File: config.mk
export PLATFORM = sky130hd
export DESIGN_NAME = sram_single_port
export DESIGN_NICKNAME = d
export VERILOG_FILES = /design/src/rtl/sram_single_port.sv
export SDC_FILE = /design/constraint.sdc
export NUM_CORES = 1
export LEC_CHECK = 0
export CORE_AREA = 4 4 121 94
export CTS_CLUSTER_DIAMETER = 60
export DETAILED_ROUTE_END_ITERATION = 10
export DIE_AREA = 0 0 125 98
export SLEW_MARGIN = 20
export SYNTH_ARGS = -nofsm -noshare
export SYNTH_HDL_FRONTEND = slang
export SYNTH_SLANG_ARGS = --single-unit
File: constraint.sdc
create_clock -name clk -period 2.9 [get_ports clk]
set_clock_uncertainty 0.2 [all_clocks]
set_input_delay 0.29 -clock clk [delete_from_list [all_inputs] [get_ports clk]]
set_output_delay 0.29 -clock clk [all_outputs]
set_load 0.02 [all_outputs]
File: src/rtl/sram_single_port.sv
// Single-port synchronous RAM: shared address, write-priority enables,
// registered read data, synchronous clear of array and output register.
module sram_single_port #(
    parameter int unsigned depth = 10,
    parameter int unsigned width = 8,
    localparam int unsigned AW = (depth > 1) ? $clog2(depth) : 1
) (
    input  logic             clk,
    input  logic             rst,
    input  logic [width-1:0] data_in,
    input  logic [AW-1:0]    add,
    input  logic             we,
    input  logic             re,
    output logic [width-1:0] data_out
);

    localparam logic [AW:0] DEPTH_V = (AW+1)'(depth);

    logic [width-1:0] mem [depth];
    logic             in_range_c;

    // Addresses at or beyond depth exist when depth is not a power of two.
    assign in_range_c = ({1'b0, add} < DEPTH_V);

    // Reset overrides everything; a write suppresses a concurrent read.
    always_ff @(posedge clk) begin
        if (rst) begin
            for (int i = 0; i < int'(depth); i++) begin
                mem[i] <= '0;
            end
            data_out <= '0;
        end else if (we) begin
            if (in_range_c) begin
                mem[add] <= data_in;
            end
        end else if (re) begin
            data_out <= in_range_c ? mem[add] : '0;
        end
    end

endmodule

# ---- After elaboration in Yosys (flattened, before gate mapping)
# Memories as Yosys holds them, arrays and structs flattened.
# Cells that the tools add are included.
dict set report op_classes {
  n_lt_le_gt_ge 1
  bitwise 1
  reduce_logical 2
  muxes 10
}
# operator n
set ops {}
lappend ops {{8-bit 2-to-1 mux} 2}
lappend ops {{8-bit OR reduction} 1}
lappend ops {{1-bit 2-to-1 mux} 7}
lappend ops {{4-bit < comparator (second input constant)} 1}
lappend ops {{4-bit 2-to-1 mux} 1}
lappend ops {{2-bit AND reduction} 1}
lappend ops {{1-bit inverter} 1}
dict set report totals {
  wordCells 16
  output_inout_bits 8
  n_memories 1
  reg_bits 8
  ramBits 80
}
# memory depth word_bits read_ports rd_ports_with_merged_regs wr line_no
set memory_table {}
lappend memory_table {mem 10 8 1 0 10 19} ;# logic [width-1:0] mem [depth];

# ---- Logic depth before layout (Yosys ltp)
# Gate-level depths: netlist of run 1.
dict set report logic_depth {
  depth_word 7
  depth_mapped 7
}

# ---- Least setup slack after synthesis of run 1
# No wires, ideal clock.
dict set report synth_timing {
  path_type {in2reg}
  startpoint {in rst}
  endpoint {mem mem[0][0] (enable)}
  arrival_time_ns 1.543
  path_stages 7
  n_path_buf 4
  slack_ns 0.783
  required_ns 2.325
  setup_time_ns 0.375
  cell_sequence {buf_2 -> nor2b_1 -> buf_2 -> nand4bb_1 -> buf_2 -> buf_2 -> o21bai_1}
}
# element line_no
set synth_lines {}
lappend synth_lines {{start, declared} 9} ;# input logic rst,
lappend synth_lines {{end, declared} 19}

==> tab_implementation.tex, run 1 <==
\begin{tabular}{lr}
\hline
Metric & Value \\
\hline
\multicolumn{2}{l}{\textbf{Outcome}} \\
Result of the run & complete, no violations \\
\multicolumn{2}{l}{\textbf{Setup path}} \\
Kind of cell with the highest combined delay on the critical path & simple AND/OR/NAND/NOR gates \\
Register-to-register setup slack & 1.22 ns \\
Sort of element at the start of the critical path & primary input \\
Required time of the critical path & 2.74 ns \\
Critical Path Stages & 5 \\
Crit-path cells & clkdlybuf4s50\_1 > nor2b\_1 > buf\_4 > and4b\_1 > or2\_2 \\
Logic depth of the worst register-to-register path & 3 \\
Slowest CP cell & clkdlybuf4s50\_1 \\
Type of the worst setup path & in -> reg \\
Largest driver fanout on the critical path & 9 \\
Data arrival time of the critical path & 2.04 ns \\
Number of buffers and inverters on the critical path & 2 \\
Worst Setup End Kind & flop \\
Highest cell delay on the worst timing path & 0.54 ns \\
\multicolumn{2}{l}{\textbf{Power and ir drop}} \\
Internal power contribution & 2.41 mW \\
NetSw & 658 uW \\
Fraction of power consumed by combinational cells & 8.3\% \\
Sequential share of power & 48.1\% \\
Power density relative to cell area & 641 nW/um\^{}2 \\
Proportion of power drawn by the clock network & 43.6\% \\
Static leakage & 1.61 nW \\
Switching part of the total power & 21.5\% \\
Largest voltage drop on the vdd net & 0.000302 V \\
\multicolumn{2}{l}{\textbf{Clock network}} \\
Number of sinks driven by the clock tree & 88 \\
H-tree depth & 3 \\
Hold buffers post-CTS & 0 \\
Total setup buffers inserted after CTS & 0 \\
Clock latency on the worst-skew pair & 0.34 ns \\
CTS tree & done \\
Clock Root Buffer & clkbuf\_16 \\
Quantity of gates resized following cts & 0 \\
Clock-pin transition on the worst setup and hold timing paths & 0.06 ns \\
Max clock buf depth & 2 \\
Cts bufs inserted & 9 \\
\multicolumn{2}{l}{\textbf{Route}} \\
Pre-Repair DR Iteration Count & 5 \\
Drc violations & 0 \\
Vias per cell & 5.29 \\
Number of nets still failing antenna checks after routing & 0 \\
Detailed-route wire length per cell & 19.9 um \\
Total via count in the routed design & 2,448 \\
Total wirelength of the detailed-routed design & 9.23 mm \\
DRC violation total after the first TritonRoute iteration & 250 \\
\multicolumn{2}{l}{\textbf{Placement}} \\
Post-place instance area & 4440 um\^{}2 \\
GPL Wtd Cong & 0.774 \\
Cell total after placement & 447 \\
Count of buffers inserted at the top-level ports & 23 \\
HPWL reported at the end of detailed placement & 6.45 mm \\
\multicolumn{2}{l}{\textbf{STA}} \\
Total Neg Setup Slack & 0 ns \\
Final worst hold slack & 0.298 ns \\
Slew headroom & 58.4\% \\
Final-report setup violation count & 0 \\
Max-slew violations & 0 \\
Shortest period the worst path allows & 2.20 ns \\
RSZ-0062 raised after global routing & false \\
Final Hold Vio Count & 0 \\
Highest clock rate & 0.455 GHz \\
Least-Margin Pin Slew & 0.622 ns \\
Ratio of final minimum period to clock period & 75.9\% \\
\multicolumn{2}{l}{\textbf{Global route}} \\
Fraction of met2 tracks used by global routing & 22.7\% \\
Global-route wire length before repair & 14.3 mm \\
GRT met3 Usage & 3.88\% \\
Grt total ovfl & 0 \\
Via count of the first global-routing pass & 2,446 \\
Peak-usage layer in the global routing report & met2 \\
Met1 Resource Use GR & 22.3\% \\
Initial antenna violation count & 0 \\
Largest net degree at the start of global routing & 42 \\
Combined global-route utilization of all metal layers & 15.6\% \\
\multicolumn{2}{l}{\textbf{Yosys}} \\
Number of unique standard cell types used by synthesis & 39 \\
Synth area leader & edfxtp\_1 \\
Number of flops mapped to enable cells by yosys & 80 \\
Gate count after technology mapping & 290 \\
Portion of the post-synthesis area used by sequential elements & 63.5\% \\
Commonest cells in the netlist & edfxtp\_1 (80), nor2\_1 (58), mux2\_2 (15), nor3\_1 (15) \\
Top\_reg\_cell synth & edfxtp\_1 \\
Warnings from Yosys & 0 \\
Area share of the largest cell type after synthesis & 59.5\% \\
Synthesized area per cell & 13.9 um\^{}2 \\
Top-count cell post-synth & edfxtp\_1 \\
Combined area of all synthesized cells & 4040 um\^{}2 \\
Async SR Flop Fraction & 0\% \\
Total of flip-flops plus latches after synthesis & 88 \\
Cell types with the largest area share after synthesis & edfxtp\_1 (60\%), nor2\_1 (5.4\%), mux2\_2 (4.2\%) \\
Mapped Nets & 306 \\
\multicolumn{2}{l}{\textbf{Floorplanning}} \\
Vertical die dimension & 98 um \\
Count of boundary I/O pins & 24 \\
Total core area & 10,200 um\^{}2 \\
Starting density of the core & 39.7\% \\
Horiz. Die Dim & 125 um \\
FP Rows & 32 \\
Area enclosed by the die boundary & 12,300 um\^{}2 \\
\multicolumn{2}{l}{\textbf{Min path}} \\
Worst Hold Path Cells & 2 \\
Path class of the lowest-slack min-delay path & reg -> reg \\
\multicolumn{2}{l}{\textbf{Flow run}} \\
Number of maximum-capacitance constraint violations & 0 \\
\multicolumn{2}{l}{\textbf{Final layout}} \\
Final non-filler cell total & 463 \\
NumNets Final & 338 \\
Final design utilization & 47.0\% \\
Fraction of final layout cells with drive strength greater than 1 & 22.3\% \\
Total inserted antenna cells & 0 \\
Area growth from synthesis to layout & 18.5\% \\
Final design instance area without fill & 4780 um\^{}2 \\
\hline
\end{tabular}
-- per-layer routing --
layer / wire (um) / vias up
met5: 0 / -
met2: 4040 / 60
met4: 173 / 0
met1: 4550 / 1218
li1: - / 1155
met3: 475 / 15
-- cell usage in the layout, fill, tap and decap left out, types with 2 or more instances in the layout --
master and instances:
a222oi_1 8, a311oi_1 8, and2_1 9, buf_4 17, bufinv_16 3, clkbuf_16 9, clkdlybuf4s50_1 22, clkinv_2 2
dfxtp_1 8, edfxtp_1 80, inv_1 8, mux2_1 9, mux2_2 15, mux4_1 3, mux4_2 5, nand2_1 8
nand2b_1 6, nand3_2 8, nand4_1 2, nand4_2 2, nand4b_1 2, nor2_1 58, nor2b_1 2, nor3_1 15
o21bai_1 2, or2_2 2
-- state kept, by name, summed over array words and instances, names as in the netlist --
register,cells
data_out,8
mem,80
-- per-stage QoR --
stage | total power [mW] | setup WS (ns)
global route | 3.14 | 0.503
finish | 3.06 | 0.700
detailed placement | 1.76 | 0.325
floorplan | 1.66 | 0.783
global placement | 1.75 | 0.374
CTS | 3.08 | 0.686
-- worst paths after layout --
| check | endpoint | from |
|---|---|---|
| max | mem[8][4] | we |
| min | data_out[1] | data_out[1] |
| max reg2reg | data_out[4] | mem[8][4] |
| min reg2reg | data_out[1] | data_out[1] |
-- cells by family after synthesis --
logic type      share of synthesized area (%)
compound gates                           4.53
mux                                      11.4
buf+inv                                  4.28
simple gates                             16.2
flops                                    63.5
-- final cells by class --
class | count | area, um^2
tap | 136 | 170
fill | 939 | 5390
clock buffer | 9 | 225
multi-input combinational | 173 | 1300
clock inverter | 7 | 118
timing repair buffer | 41 | 373
inverter | 9 | 33.8
sequential | 88 | 2560
-- tightest hold or removal path, delay by kind of cell, from the launching register on --
family           cells  cell delay, ns
flip-flops           1            0.31
AO/OA/AOI/OAI        1            0.05
AND/OR/NAND/NOR      1            0.09
-- power by group through the flow --
stage / clock, mW / sequential [mW] / combinational, mW
6_report: 1.34 / 1.47 / 0.253
4_1_cts: 1.35 / 1.48 / 0.255
3_5_place_dp: 0 / 1.50 / 0.255
5_1_grt: 1.39 / 1.48 / 0.273
3_3_place_gp: 0 / 1.50 / 0.253
2_1_floorplan: 0 / 1.50 / 0.155
Note: power is estimated with default switching activity, not from simulation.
==> run 2: changes to the inputs <==
==> constraint.sdc (replaced) <==
create_clock -name clk -period 2.2 [get_ports clk]
set_clock_uncertainty 0.2 [all_clocks]
set_input_delay 0.22 -clock clk [delete_from_list [all_inputs] [get_ports clk]]
set_output_delay 0.22 -clock clk [all_outputs]
set_load 0.02 [all_outputs]
==> run 2 against run 1 <==
Net effect:
- register-to-register slack got worse by 0.74 ns
- critical endpoint is now data_out[5]
- utilization rose by 2.0 points
- combinational power rose by 53%
- sequential share of layout area fell by 2.2 points
- total power rose by 28%
- critical path type unchanged
- die area did not move
- critical path depth rose by 1
- clock-buffer cell count rose by 3
==> tab_implementation.tex, run 2 (synthesis gave the netlist of run 1 again) <==
\begin{tabular}{lr}
\hline
Metric & Value \\
\hline
\multicolumn{2}{l}{\textbf{Outcome}} \\
Result of the run & complete, no violations \\
\multicolumn{2}{l}{\textbf{Setup path}} \\
Required time of the critical path & 2.24 ns \\
Register-to-register setup slack & 0.48 ns \\
Sort of element at the start of the critical path & primary input \\
Highest cell delay on the worst timing path & 0.48 ns \\
Worst Setup End Kind & flop \\
Slowest CP cell & nor3b\_2 \\
Number of buffers and inverters on the critical path & 3 \\
Largest driver fanout on the critical path & 8 \\
Kind of cell with the highest combined delay on the critical path & buffers and inverters \\
Data arrival time of the critical path & 2.03 ns \\
Type of the worst setup path & in -> reg \\
Crit-path cells & clkdlybuf4s50\_1 > buf\_4 > nor3b\_2 > a222oi\_1 > buf\_4 > a311oi\_1 \\
Most Frequent Cell on Critical Path & buf\_4 \\
\multicolumn{2}{l}{\textbf{Power and ir drop}} \\
Largest voltage drop on the vdd net & 0.000364 V \\
Power density relative to cell area & 789 nW/um\^{}2 \\
Static leakage & 1.72 nW \\
\multicolumn{2}{l}{\textbf{Route}} \\
Detailed-route wire length per cell & 20.1 um \\
DRC violation total after the first TritonRoute iteration & 276 \\
Total via count in the routed design & 2,622 \\
Vias per cell & 5.43 \\
Pre-Repair DR Iteration Count & 6 \\
Drc violations & 0 \\
Number of nets still failing antenna checks after routing & 0 \\
Total wirelength of the detailed-routed design & 9.71 mm \\
\multicolumn{2}{l}{\textbf{Placement}} \\
HPWL reported at the end of detailed placement & 6.96 mm \\
Count of buffers inserted at the top-level ports & 23 \\
Worst slack, placed & -0.0884 ns \\
GPL Wtd Cong & 0.787 \\
\multicolumn{2}{l}{\textbf{Floorplanning}} \\
Area enclosed by the die boundary & 12,300 um\^{}2 \\
FP Rows & 32 \\
Starting density of the core & 39.7\% \\
Horiz. Die Dim & 125 um \\
Total core area & 10,200 um\^{}2 \\
Count of boundary I/O pins & 24 \\
Vertical die dimension & 98 um \\
\multicolumn{2}{l}{\textbf{Final layout}} \\
NumNets Final & 358 \\
Largest regs & mem: 80 flops, data\_out: 8 flops \\
Flip-flop count of the largest register, all copies and words added & 80 \\
Area growth from synthesis to layout & 23.5\% \\
Fraction of final layout cells with drive strength greater than 1 & 26.5\% \\
Final design utilization & 49.0\% \\
Commonest cells after routing, fill and taps aside & edfxtp\_1 (80), nor2\_1 (58), buf\_4 (31) \\
Biggest register & mem \\
Total inserted antenna cells & 0 \\
Most frequent standard cell in the layout excluding fill and tap cells & edfxtp\_1 \\
\multicolumn{2}{l}{\textbf{Global route}} \\
Met1 Resource Use GR & 24.2\% \\
Global-route wire length before repair & 14.8 mm \\
Largest net degree at the start of global routing & 22 \\
Fraction of met2 tracks used by global routing & 23.0\% \\
Grt total ovfl & 0 \\
Initial antenna violation count & 0 \\
GRT met3 Usage & 5.47\% \\
Via count of the first global-routing pass & 2,494 \\
Combined global-route utilization of all metal layers & 16.3\% \\
Peak-usage layer in the global routing report & met1 \\
\multicolumn{2}{l}{\textbf{Clock network}} \\
Clock Root Buffer & clkbuf\_16 \\
Quantity of gates resized following cts & 0 \\
Max clock buf depth & 2 \\
Clock latency on the worst-skew pair & 0.34 ns \\
H-tree depth & 3 \\
Cts bufs inserted & 9 \\
CTS tree & done \\
Clock-pin transition on the worst setup and hold timing paths & 0.06 ns \\
Hold buffers post-CTS & 0 \\
Number of sinks driven by the clock tree & 88 \\
Total setup buffers inserted after CTS & 0 \\
\multicolumn{2}{l}{\textbf{Flow run}} \\
Number of maximum-capacitance constraint violations & 0 \\
\multicolumn{2}{l}{\textbf{STA}} \\
Shortest period the worst path allows & 1.99 ns \\
Post-route worst setup slack & 0.211 ns \\
Final-report setup violation count & 0 \\
Least-Margin Pin Slew & 0.564 ns \\
Ratio of final minimum period to clock period & 90.4\% \\
Max-slew violations & 0 \\
Final Hold Vio Count & 0 \\
Slew headroom & 62.2\% \\
Highest clock rate & 0.503 GHz \\
RSZ-0062 raised after global routing & false \\
\multicolumn{2}{l}{\textbf{Min path}} \\
Path class of the lowest-slack min-delay path & reg -> reg \\
\hline
\end{tabular}
[run 2: worst reg2reg max path: stages, from the launching register on]
cell,delay [ns]
edfxtp_1,0.36
mux2_1,0.34
a222oi_1,0.54
a311oi_1,0.16
[run 2: area by class of cell]
class / count / area [um^2]
fillers: 904 / 5190
flip-flops and latches: 88 / 2560
multi-input cells: 173 / 1300
repair buffers: 61 / 598
clock buffers: 12 / 268
well taps: 136 / 170
clock inverters: 4 / 51.3
inverters: 9 / 33.8
[run 2: layer usage]
layer	vias to the layer above	wire, um
li1	1195	-
met1	1301	4570
met2	112	4250
met3	14	754
met4	0	127
met5	-	0
[run 2: power by group]
group / switching (mW) / internal (mW)
combinational: 0.204 / 0.181
sequential: 0.0296 / 1.92
clock: 0.620 / 0.980
[run 2: stage by stage]
| step | area (um^2) | TNS [ns] | std cells | total power [mW] | hold WS [ns] |
|---|---|---|---|---|---|
| 2_1_floorplan | 4040 | 0 | 290 | 2.18 | 0.218 |
| 3_3_place_gp | 4660 | -0.0342 | 467 | 2.36 | 0.290 |
| 3_5_place_dp | 4660 | -0.382 | 467 | 2.37 | 0.294 |
| 4_1_cts | 4980 | 0 | 483 | 3.95 | 0.303 |
| 5_1_grt | 4980 | 0 | 483 | 4.06 | 0.321 |
| 6_report | 4980 | 0 | 483 | 3.93 | 0.298 |
[run 2: worst paths after layout]
check                   start          end  cells past startpoint
setup / recovery       add[1]  data_out[5]                      6
hold / removal    data_out[1]  data_out[1]                      2
setup reg to reg    mem[5][1]  data_out[1]                      3
hold reg to reg   data_out[1]  data_out[1]                      2
==> run 3: changes to the inputs <==
--- a/config.mk
+++ b/config.mk
@@ -6,6 +6,7 @@
 export NUM_CORES = 1
 export LEC_CHECK = 0
 export CORE_AREA = 4 4 121 94
+export CTS_BUF_LIST = sky130_fd_sc_hd__clkbuf_4 sky130_fd_sc_hd__clkbuf_8
 export CTS_CLUSTER_DIAMETER = 60
 export DETAILED_ROUTE_END_ITERATION = 10
 export DIE_AREA = 0 0 125 98
==> run 3 against run 2 <==
Net effect:
- total power decreased by 8.9%
- clock power down 22%
- die area unchanged
- maximum frequency down 0.13%
- largest cell class unchanged
- largest power group unchanged
- highest routed layer unchanged
==> tab_implementation.tex, run 3 (synthesis gave the netlist of run 1 again) <==
\begin{tabular}{lr}
\hline
Metric & Value \\
\hline
\multicolumn{2}{l}{\textbf{Setup path}} \\
Reg-to-reg critical path endpoint & data\_out[1] \\
Reg-to-Reg Start & mem[5][1] \\
Type of the worst setup path & in -> reg \\
Sort of element at the start of the critical path & primary input \\
Required time of the critical path & 2.27 ns \\
Data arrival time of the critical path & 2.06 ns \\
Register-to-register setup slack & 0.48 ns \\
Largest driver fanout on the critical path & 8 \\
Worst Setup End Kind & flop \\
Logic depth of the worst register-to-register path & 3 \\
\multicolumn{2}{l}{\textbf{Min path}} \\
Startpoint of the most critical hold path & data\_out[1] \\
Worst Hold Path Cells & 2 \\
Path class of the lowest-slack min-delay path & reg -> reg \\
Sink of the worst hold path & data\_out[1] \\
\multicolumn{2}{l}{\textbf{STA}} \\
RSZ-0062 raised after global routing & false \\
Shortest period the worst path allows & 1.99 ns \\
Least-Margin Pin Slew & 0.603 ns \\
Final-report setup violation count & 0 \\
Slew headroom & 59.6\% \\
Total Neg Setup Slack & 0 ns \\
Final worst hold slack & 0.299 ns \\
Ratio of final minimum period to clock period & 90.5\% \\
Highest clock rate & 0.502 GHz \\
Post-route worst setup slack & 0.209 ns \\
Final Hold Vio Count & 0 \\
Max-slew violations & 0 \\
\multicolumn{2}{l}{\textbf{Clock network}} \\
Max clock buf depth & 2 \\
Hold buffers post-CTS & 0 \\
Cts bufs inserted & 9 \\
Clock latency on the worst-skew pair & 0.36 ns \\
Clock-pin transition on the worst setup and hold timing paths & 0.09 ns \\
CTS tree & done \\
H-tree depth & 3 \\
Total setup buffers inserted after CTS & 0 \\
Clock Root Buffer & clkbuf\_8 \\
Number of sinks driven by the clock tree & 88 \\
Quantity of gates resized following cts & 0 \\
\multicolumn{2}{l}{\textbf{Global route}} \\
Global-route wire length before repair & 14.8 mm \\
Initial antenna violation count & 0 \\
Largest net degree at the start of global routing & 22 \\
Combined global-route utilization of all metal layers & 16.2\% \\
Via count of the first global-routing pass & 2,484 \\
Grt total ovfl & 0 \\
\multicolumn{2}{l}{\textbf{Route}} \\
Uppermost signal routing layer after detailed routing & met4 \\
Drc violations & 0 \\
Met3 WL & 718 um \\
Detailed-route wire length per cell & 20.1 um \\
Met2 WL post-DR & 4.27 mm \\
Pre-Repair DR Iteration Count & 6 \\
Total via count in the routed design & 2,592 \\
Number of nets still failing antenna checks after routing & 0 \\
Total wirelength of the detailed-routed design & 9.70 mm \\
Metal-1 WL & 4.57 mm \\
DRC violation total after the first TritonRoute iteration & 280 \\
Vias per cell & 5.37 \\
\multicolumn{2}{l}{\textbf{Floorplanning}} \\
FP Rows & 32 \\
Vertical die dimension & 98 um \\
Starting density of the core & 39.7\% \\
Total core area & 10,200 um\^{}2 \\
Horiz. Die Dim & 125 um \\
Area enclosed by the die boundary & 12,300 um\^{}2 \\
Count of boundary I/O pins & 24 \\
\multicolumn{2}{l}{\textbf{Placement}} \\
Worst slack, placed & -0.0884 ns \\
HPWL reported at the end of detailed placement & 6.96 mm \\
Cell total after placement & 467 \\
GPL Wtd Cong & 0.787 \\
Post-place instance area & 4660 um\^{}2 \\
Count of buffers inserted at the top-level ports & 23 \\
\multicolumn{2}{l}{\textbf{Power and ir drop}} \\
Fraction of power consumed by combinational cells & 10.7\% \\
Sequential share of power & 54.3\% \\
Internal power contribution & 2.78 mW \\
Largest voltage drop on the vdd net & 0.000303 V \\
Proportion of power drawn by the clock network & 35.0\% \\
NetSw & 802 uW \\
Power density relative to cell area & 732 nW/um\^{}2 \\
Static leakage & 1.68 nW \\
Switching part of the total power & 22.4\% \\
Total Power Consumption & 3.58 mW \\
\multicolumn{2}{l}{\textbf{Final layout}} \\
Layout filler cell count & 909 \\
Most frequent standard cell in the layout excluding fill and tap cells & edfxtp\_1 \\
Final design instance area without fill & 4890 um\^{}2 \\
Final non-filler cell total & 483 \\
Final design utilization & 48.1\% \\
Fraction of final layout cells with drive strength greater than 1 & 26.8\% \\
Commonest cells after routing, fill and taps aside & edfxtp\_1 (80), nor2\_1 (58), buf\_4 (31) \\
Biggest register & mem \\
Flip-flop count of the largest register, all copies and words added & 80 \\
NumNets Final & 358 \\
Area growth from synthesis to layout & 21.2\% \\
Largest regs & mem: 80 flops, data\_out: 8 flops \\
Total inserted antenna cells & 0 \\
\multicolumn{2}{l}{\textbf{Outcome}} \\
Result of the run & complete, no violations \\
\multicolumn{2}{l}{\textbf{Flow run}} \\
Number of maximum-capacitance constraint violations & 0 \\
\hline
\end{tabular}
run 3: cell types whose count changed in the layout (fill, tap and decap cells not counted), sizes merged:
| cell | previous run | this run |
|---|---|---|
| bufinv | 1 | 2 |
| clkbuf | 12 | 11 |
run 3: final cells by class:
type	instances	area [um^2]	area share (%)
inverter	9	33.8	0.691
tap	136	170	3.48
timing repair buffer	61	598	12.2
clock buffer	11	145	2.97
multi-input combinational	173	1300	26.6
sequential	88	2560	52.4
clock inverter	5	81.3	1.66
run 3: critical path, cell delays in order:
cell and delay [ns]:
clkdlybuf4s50_1 0.47, buf_4 0.20, nor3b_2 0.51, a222oi_1 0.21
buf_4 0.17, a311oi_1 0.27
run 3: power by group through the flow:
stage | registers [mW] | clock network, mW | logic (mW)
floorplan | 1.98 | 0 | 0.204
global placement | 1.98 | 0 | 0.383
detailed placement | 1.98 | 0 | 0.385
CTS | 1.94 | 1.28 | 0.387
global route | 1.95 | 1.35 | 0.409
finish | 1.94 | 1.25 | 0.385
run 3: metal layers:
layer	up-vias	GRT usage [%]
met5	-	0
met4	0	4.42
met3	15	4.81
met2	92	22.9
met1	1292	24.2
li1	1193	-
run 3: how the worst max path moves through the flow:
stage                 from           to  slack (ns)  cells after the start
CTS                 add[2]  data_out[5]        0.28                      5
detailed placement  add[1]  data_out[5]       -0.09                      6
global placement    add[1]  data_out[5]       -0.01                      6
floorplan              rst    mem[0][0]        0.15                      7
finish              add[1]  data_out[5]        0.21                      6
global route        add[2]  data_out[5]        0.15                      5
